==> config.mk <==
export PLATFORM = sky130hd
export DESIGN_NAME = fmi_pingpong_ctrl
export DESIGN_NICKNAME = d
export VERILOG_FILES = /design/src/rtl/fmi_pingpong_ctrl.sv
export SDC_FILE = /design/constraint.sdc
export NUM_CORES = 1
export LEC_CHECK = 0
export CORE_MARGIN = 2
export CORE_UTILIZATION = 45
export CTS_CLUSTER_DIAMETER = 150
export CTS_CLUSTER_SIZE = 30
export DETAILED_ROUTE_END_ITERATION = 12
export PLACE_DENSITY = 0.92
export SYNTH_ARGS = -nofsm -noshare
export SYNTH_HDL_FRONTEND = slang
export SYNTH_SLANG_ARGS = --single-unit
==> constraint.sdc <==
create_clock -name clk -period 2.2 [get_ports clk]
set_input_delay 0.44 -clock clk [delete_from_list [all_inputs] [get_ports clk]]
set_output_delay 0.44 -clock clk [all_outputs]
set_load 0.005 [all_outputs]
==> src/rtl/fmi_pingpong_ctrl.sv <==
// Ping-pong controller for the input feature-map RAM: the DMA fills one tile bank
// while compute reads the other, with per-bank state and physical address generation.
`ifndef FMI_N_ELEM
`define FMI_N_ELEM 8
`endif

module fmi_pingpong_ctrl #(
   parameter int N_ELEM = `FMI_N_ELEM,
   parameter int PX_W   = 16,
   parameter int EA_W   = $clog2(N_ELEM),
   parameter int RA_W   = $clog2(2*N_ELEM)
) (
   input  logic            clk,
   input  logic            rst,
   input  logic            dma_wr_en,
   input  logic [PX_W-1:0] dma_wr_data,
   output logic            dma_ready,
   output logic            cmp_tile_valid,
   input  logic            cmp_start,
   input  logic [EA_W-1:0] cmp_rd_addr,
   input  logic            cmp_release,
   output logic            ram_we,
   output logic [RA_W-1:0] ram_waddr,
   output logic [PX_W-1:0] ram_wdata,
   output logic [RA_W-1:0] ram_raddr,
   output logic            wr_bank,
   output logic            rd_bank,
   output logic            ovf_err
);

   typedef enum logic [1:0] {
      EMPTY   = 2'd0,
      FILLING = 2'd1,
      FULL    = 2'd2,
      READING = 2'd3
   } bank_state_t;

   bank_state_t         bank_state_reg [2];
   bank_state_t         bank_state_next [2];
   logic                wb_reg, wb_next;
   logic                rb_reg, rb_next;
   logic [EA_W-1:0]     wcnt_reg, wcnt_next;
   logic                ram_we_reg, ram_we_next;
   logic [RA_W-1:0]     ram_waddr_reg, ram_waddr_next;
   logic [PX_W-1:0]     ram_wdata_reg, ram_wdata_next;
   logic                ovf_reg, ovf_next;
   logic                wr_accept;
   logic [RA_W-1:0]     wr_base, rd_base;

   assign wr_base        = wb_reg ? RA_W'(N_ELEM) : '0;
   assign rd_base        = rb_reg ? RA_W'(N_ELEM) : '0;
   assign dma_ready      = (bank_state_reg[wb_reg] == EMPTY) || (bank_state_reg[wb_reg] == FILLING);
   assign cmp_tile_valid = (bank_state_reg[rb_reg] == FULL);
   assign wr_accept      = dma_wr_en && dma_ready;
   assign ram_raddr      = rd_base + RA_W'(cmp_rd_addr);

   assign ram_we    = ram_we_reg;
   assign ram_waddr = ram_waddr_reg;
   assign ram_wdata = ram_wdata_reg;
   assign wr_bank   = wb_reg;
   assign rd_bank   = rb_reg;
   assign ovf_err   = ovf_reg;

   always_ff @(posedge clk) begin
      if (rst) begin
         bank_state_reg[0] <= EMPTY;
         bank_state_reg[1] <= EMPTY;
         wb_reg            <= 1'b0;
         rb_reg            <= 1'b0;
         wcnt_reg          <= '0;
         ram_we_reg        <= 1'b0;
         ram_waddr_reg     <= '0;
         ram_wdata_reg     <= '0;
         ovf_reg           <= 1'b0;
      end else begin
         bank_state_reg[0] <= bank_state_next[0];
         bank_state_reg[1] <= bank_state_next[1];
         wb_reg            <= wb_next;
         rb_reg            <= rb_next;
         wcnt_reg          <= wcnt_next;
         ram_we_reg        <= ram_we_next;
         ram_waddr_reg     <= ram_waddr_next;
         ram_wdata_reg     <= ram_wdata_next;
         ovf_reg           <= ovf_next;
      end
   end

   // Write and read updates never touch the same bank in one cycle: the write side only
   // acts on EMPTY/FILLING banks, the read side only on FULL/READING ones.
   always_comb begin
      bank_state_next[0] = bank_state_reg[0];
      bank_state_next[1] = bank_state_reg[1];
      wb_next            = wb_reg;
      rb_next            = rb_reg;
      wcnt_next          = wcnt_reg;
      ram_we_next        = 1'b0;
      ram_waddr_next     = ram_waddr_reg;
      ram_wdata_next     = ram_wdata_reg;
      ovf_next           = ovf_reg | (dma_wr_en & ~dma_ready);

      if (wr_accept) begin
         ram_we_next    = 1'b1;
         ram_waddr_next = wr_base + RA_W'(wcnt_reg);
         ram_wdata_next = dma_wr_data;
         if (wcnt_reg == EA_W'(N_ELEM - 1)) begin
            bank_state_next[wb_reg] = FULL;
            wcnt_next               = '0;
            wb_next                 = ~wb_reg;
         end else begin
            bank_state_next[wb_reg] = FILLING;
            wcnt_next               = wcnt_reg + EA_W'(1);
         end
      end

      // Start is judged on the registered state, so a bank turning FULL this cycle is not claimable yet.
      if (cmp_start && cmp_tile_valid) begin
         bank_state_next[rb_reg] = READING;
      end else if (cmp_release && (bank_state_reg[rb_reg] == READING)) begin
         bank_state_next[rb_reg] = EMPTY;
         rb_next                 = ~rb_reg;
      end
   end

endmodule
# Word level (Yosys, flattened, before mapping)
# Memories as Yosys holds them, arrays and structs flattened. A register that Yosys moved wholly into a read port is not among the register bits.
# Cells that the tools add are included.
dict set report totals {
  latch_bits 0
  rom_bits 0
  regBits 27
  ram_bits 4
  out_inout_bits 30
  memories 1
  inputBits 24
}
dict set report classes {
  shifts 0
  n_eq_ne 4
  div_mod_pow 0
  n_addsub 3
  n_mux 21
  n_bitwise 19
  order_cmp 4
  mul 0
  n_reduce_logical 9
}
# memory depth width read_ports rd_clocked_by_memory_dff write_ports line
set mem_list {}
lappend mem_list {bank_state_reg 2 2 4 2 2 38} ;# bank_state_t bank_state_reg [2];
# operator n
set op_table {}
lappend op_table {{$mux 4} 6}
lappend op_table {{$add 4x3->4} 2}
lappend op_table {{$mux 1} 8}
lappend op_table {{$mux 2} 4}
lappend op_table {{$logic_and 1x1->1} 5}
lappend op_table {{$and 2x2->2} 2}
lappend op_table {{$and 4x4->4} 1}
lappend op_table {{$demux 2 s1} 2}
lappend op_table {{$eq 2x2->1 const B} 2}
lappend op_table {{$ge 2x2->1 const B} 2}
lappend op_table {{$lt 2x1->1 const B} 2}
lappend op_table {{$not 1->1} 4}
lappend op_table {{$not 1->2} 2}
lappend op_table {{$not 2->2} 2}
lappend op_table {{$not 4->4} 1}
lappend op_table {{$or 2x2->2} 2}
lappend op_table {{$or 4x4->4} 1}
lappend op_table {{$reduce_and 2->1} 2}
lappend op_table {{$add 3x1->3 const B} 1}
lappend op_table {{$eq 3x3->1 const B} 1}
lappend op_table {{$mux 3} 1}
lappend op_table {{$or 1x1->1} 3}
lappend op_table {{$eq 2x1->1 const B} 1}
lappend op_table {{$logic_not 2->1} 1}
lappend op_table {{2 further kinds} 2}

# Longest topological paths before layout
dict set report depth {
  depth_word 13
  ltp_mapped 6
  depth_no_buf 5
}

# Worst setup path after synthesis
# Ideal clock, no wire load.
dict set report synth_timing {
  path_kind {flip-flop to flip-flop}
  start {register (tool-made name)}
  end {register wcnt_reg[0]}
  slack_ns 0.871
  required_time_ns 2.129
  n_path_buf 0
  arrival_ns 1.258
  setup_ns 0.071
  stages_incl_launch_ff 6
  path_cell_list {dfxtp_1 mux2_4 inv_6 nand2_4 or3_1 a21oi_1}
}
# element line
set synth_lines {}
lappend synth_lines {{to (signal assigned)} 80} ;# wcnt_reg <= wcnt_next;
lappend synth_lines {{to (decl)} 42} ;# logic [EA_W-1:0] wcnt_reg, wcnt_next;

==> impl_metrics.json <==
{
  "fmax_ghz": 0.484,
  "antenna_found_initial": 0,
  "ys_seq_area_share_pct": 49.0,
  "tightest_slew_ns": 0.482,
  "first_iter_violations": 36,
  "synth_fp_nets": 190,
  "slew_violations": 0,
  "avgSynthCellArea_um2": 8.27,
  "cts_buffer_depth": 2,
  "worst_hold_slack_ns": 0.459,
  "yosysWarnings": 0,
  "synthCells": 163,
  "area.growth.synth_to_final_pct": 39.5,
  "finalWirelength_um": 2900,
  "failed_checks": "design-rule violations",
  "port_buffers": 47,
  "dp_slack_ns": 0.360,
  "r2r_cells": 6,
  "grt_pass1_wl_um": 4890,
  "min-delay-start": "ram_wdata[15]$_SDFFE_PP0N_",
  "synth_area_mm2": 0.00135,
  "post-route-period-util_pct": 93.9,
  "die_y_um": 58.7,
  "setup.worst_path.end_class": "output pin",
  "relSlewSlack_pct": 67.8,
  "grt_pass1_vias": 1143,
  "cts_num_sinks": 33,
  "rsz0062_at_grt": "false",
  "fin_util_pct": 67.1,
  "grtUsageTotal_pct": 18.7,
  "postLayoutCellArea_mm2": 0.00188,
  "required_ns": 1.76,
  "post_cts.repair.setup_buffers": 0,
  "hold_viol_final": 0,
  "core_mm2": 0.00281,
  "overflow": 0,
  "cp_max_fo": 5,
  "finalNonFillerCells": 238,
  "initial_core_util_pct": 48.1,
  "cts_tree": "done",
  "gp_congestion": 0.815,
  "placed_cells": 230,
  "p_leak_nw": 0.709,
  "cts_made_buffers": 5,
  "cts_root_buffer": "clkbuf_4",
  "cts_max_level": 2,
  "period_needed_ns": 2.07,
  "largest_reg_flops": 16,
  "dp_hpwl_um": 2000,
  "max-vdd-ir-drop_mv": 0.575,
  "ys_ff_latch": 33,
  "hp-class": "reg -> reg",
  "postRouteAntennaNets": 0,
  "fin_nets": 233,
  "finalPower_mw": 1.23,
  "worstPathArrival_ns": 1.63,
  "routed_via_density": 5.18,
  "antennaDiodeCount": 0,
  "status": "finished with violations",
  "fin_skew_ns": 0.0112,
  "post_dp_cell_area_mm2": 0.00180,
  "ios": 54,
  "synth_top_area_share_pct": 49.0,
  "fin_ws_ns": 0.135,
  "synth_area_leader_cell": "dfxtp_1",
  "endpoint": "dma_ready",
  "row_count": 19,
  "cap_viol_max_count": 0,
  "grt_max_degree": 24,
  "setup_violations": 0,
  "clkTransAtPathRegs_ns": 0.10,
  "dieArea_mm2": 0.00345,
  "clock_latency_ns": 0.33,
  "drive_gt1_share_pct": 6.76,
  "reg2reg_to": "wcnt_reg[1]$_SDFFE_PP0N_",
  "powerDensity_mw_per_mm2": 655,
  "critPathLaunchType": "flop",
  "routedWlPerCell_um": 12.2,
  "dieWidth_um": 58.7,
  "setup_tns_ns": 0,
  "r2r-start": "bank_state_reg[1][1]$_SDFF_PP0_",
  "reg2reg_setup_slack_ns": 0.79,
  "vias": 1234,
  "crit_type": "reg -> out",
  "drtPass1Iterations": 8,
  "drcViolationCount": 3,
  "synth_area_leaders": "dfxtp_1 (49%), nand2_1 (13%), a21oi_1 (10%), buf_4 (3.9%), ha_1 (2.8%)",
  "synth.distinct_cells": 29
}
## routing by layer
metal  vias to the layer above  wire length [um]  global-route usage (%)
met4                         0                51                    8.44
met2                        42              1410                    30.5
met3                         6               221                    7.69
met5                         -                 0                       0
li1                        627                 -                       -
met1                       559              1210                    21.5
## power breakdown
group	switching, mW	internal (mW)
Combinational	0.0534	0.0802
Sequential	0.0117	0.619
Clock	0.196	0.271
## cell families after synthesis
logic type,share of synthesized area [%]
buffers and inverters,6.96
AND/OR/NAND/NOR,22.4
AO/OA/AOI/OAI,16.4
flip-flops,49.0
XOR/XNOR,1.30
adder cells (fa/ha/maj),2.78
multiplexers,1.11
## timing repair
action / 4_1_cts / 5_1_grt
hold buffers: 0 / 0
gates resized for setup: 0 / 1
setup endpoints to repair: 0 / 1
## layout by cell type, fill, tap and decap left out, types with 3 or more instances in the layout
cell type        synthesis  routed
o22ai_1                  3       3
nand2_1                 48      48
nor2_1                   7       7
a21oi_1                 28      28
ha_1                     3       3
dfxtp_1                 33      32
clkdlybuf4s50_1          0      47
clkbuf_4                 0       5
## Yosys cell counts (all sizes together)
library cell and count:
o31a 2, nand3 2, buf 9, nand4bb 1
dfxtp 33, o21ai 3, mux2 1, o22ai 3
nand2 49, or3 2, a21o 1, nand3b 2
clkbuf 4, nand4b 1, o2bb2ai 1, o31ai 1
and2 1, nand2b 2, nor2 7, ha 3
xnor2 2, nand4 1, inv 3, a31oi 1
a21oi 28
## final cells by class
type	instances	area, um^2
fill	243	923
sequential	33	662
multi-input combinational	114	594
timing repair buffer	49	485
clock buffer	7	55.1
tap	31	38.8
clock inverter	1	30.0
inverter	3	16.3
## worst min-delay path by stage
stage,endpoint,cells past startpoint
after global placement,ram_wdata[14]$_SDFFE_PP0N_,2
after global routing,ram_wdata[2]$_SDFFE_PP0N_,2
after floorplan,ram_waddr[1]$_SDFFE_PP0N_,2
after CTS,ram_wdata[15]$_SDFFE_PP0N_,2
after detailed placement,ram_wdata[15]$_SDFFE_PP0N_,2
final,ram_wdata[15]$_SDFFE_PP0N_,2
## critical path, cell delays in order (launching register included)
cell and delay, ns:
dfxtp_2 0.38, mux2_4 0.36, inv_6 0.08, clkdlybuf4s50_1 0.49
No activity file was read; power rests on OpenSTA's default activity.
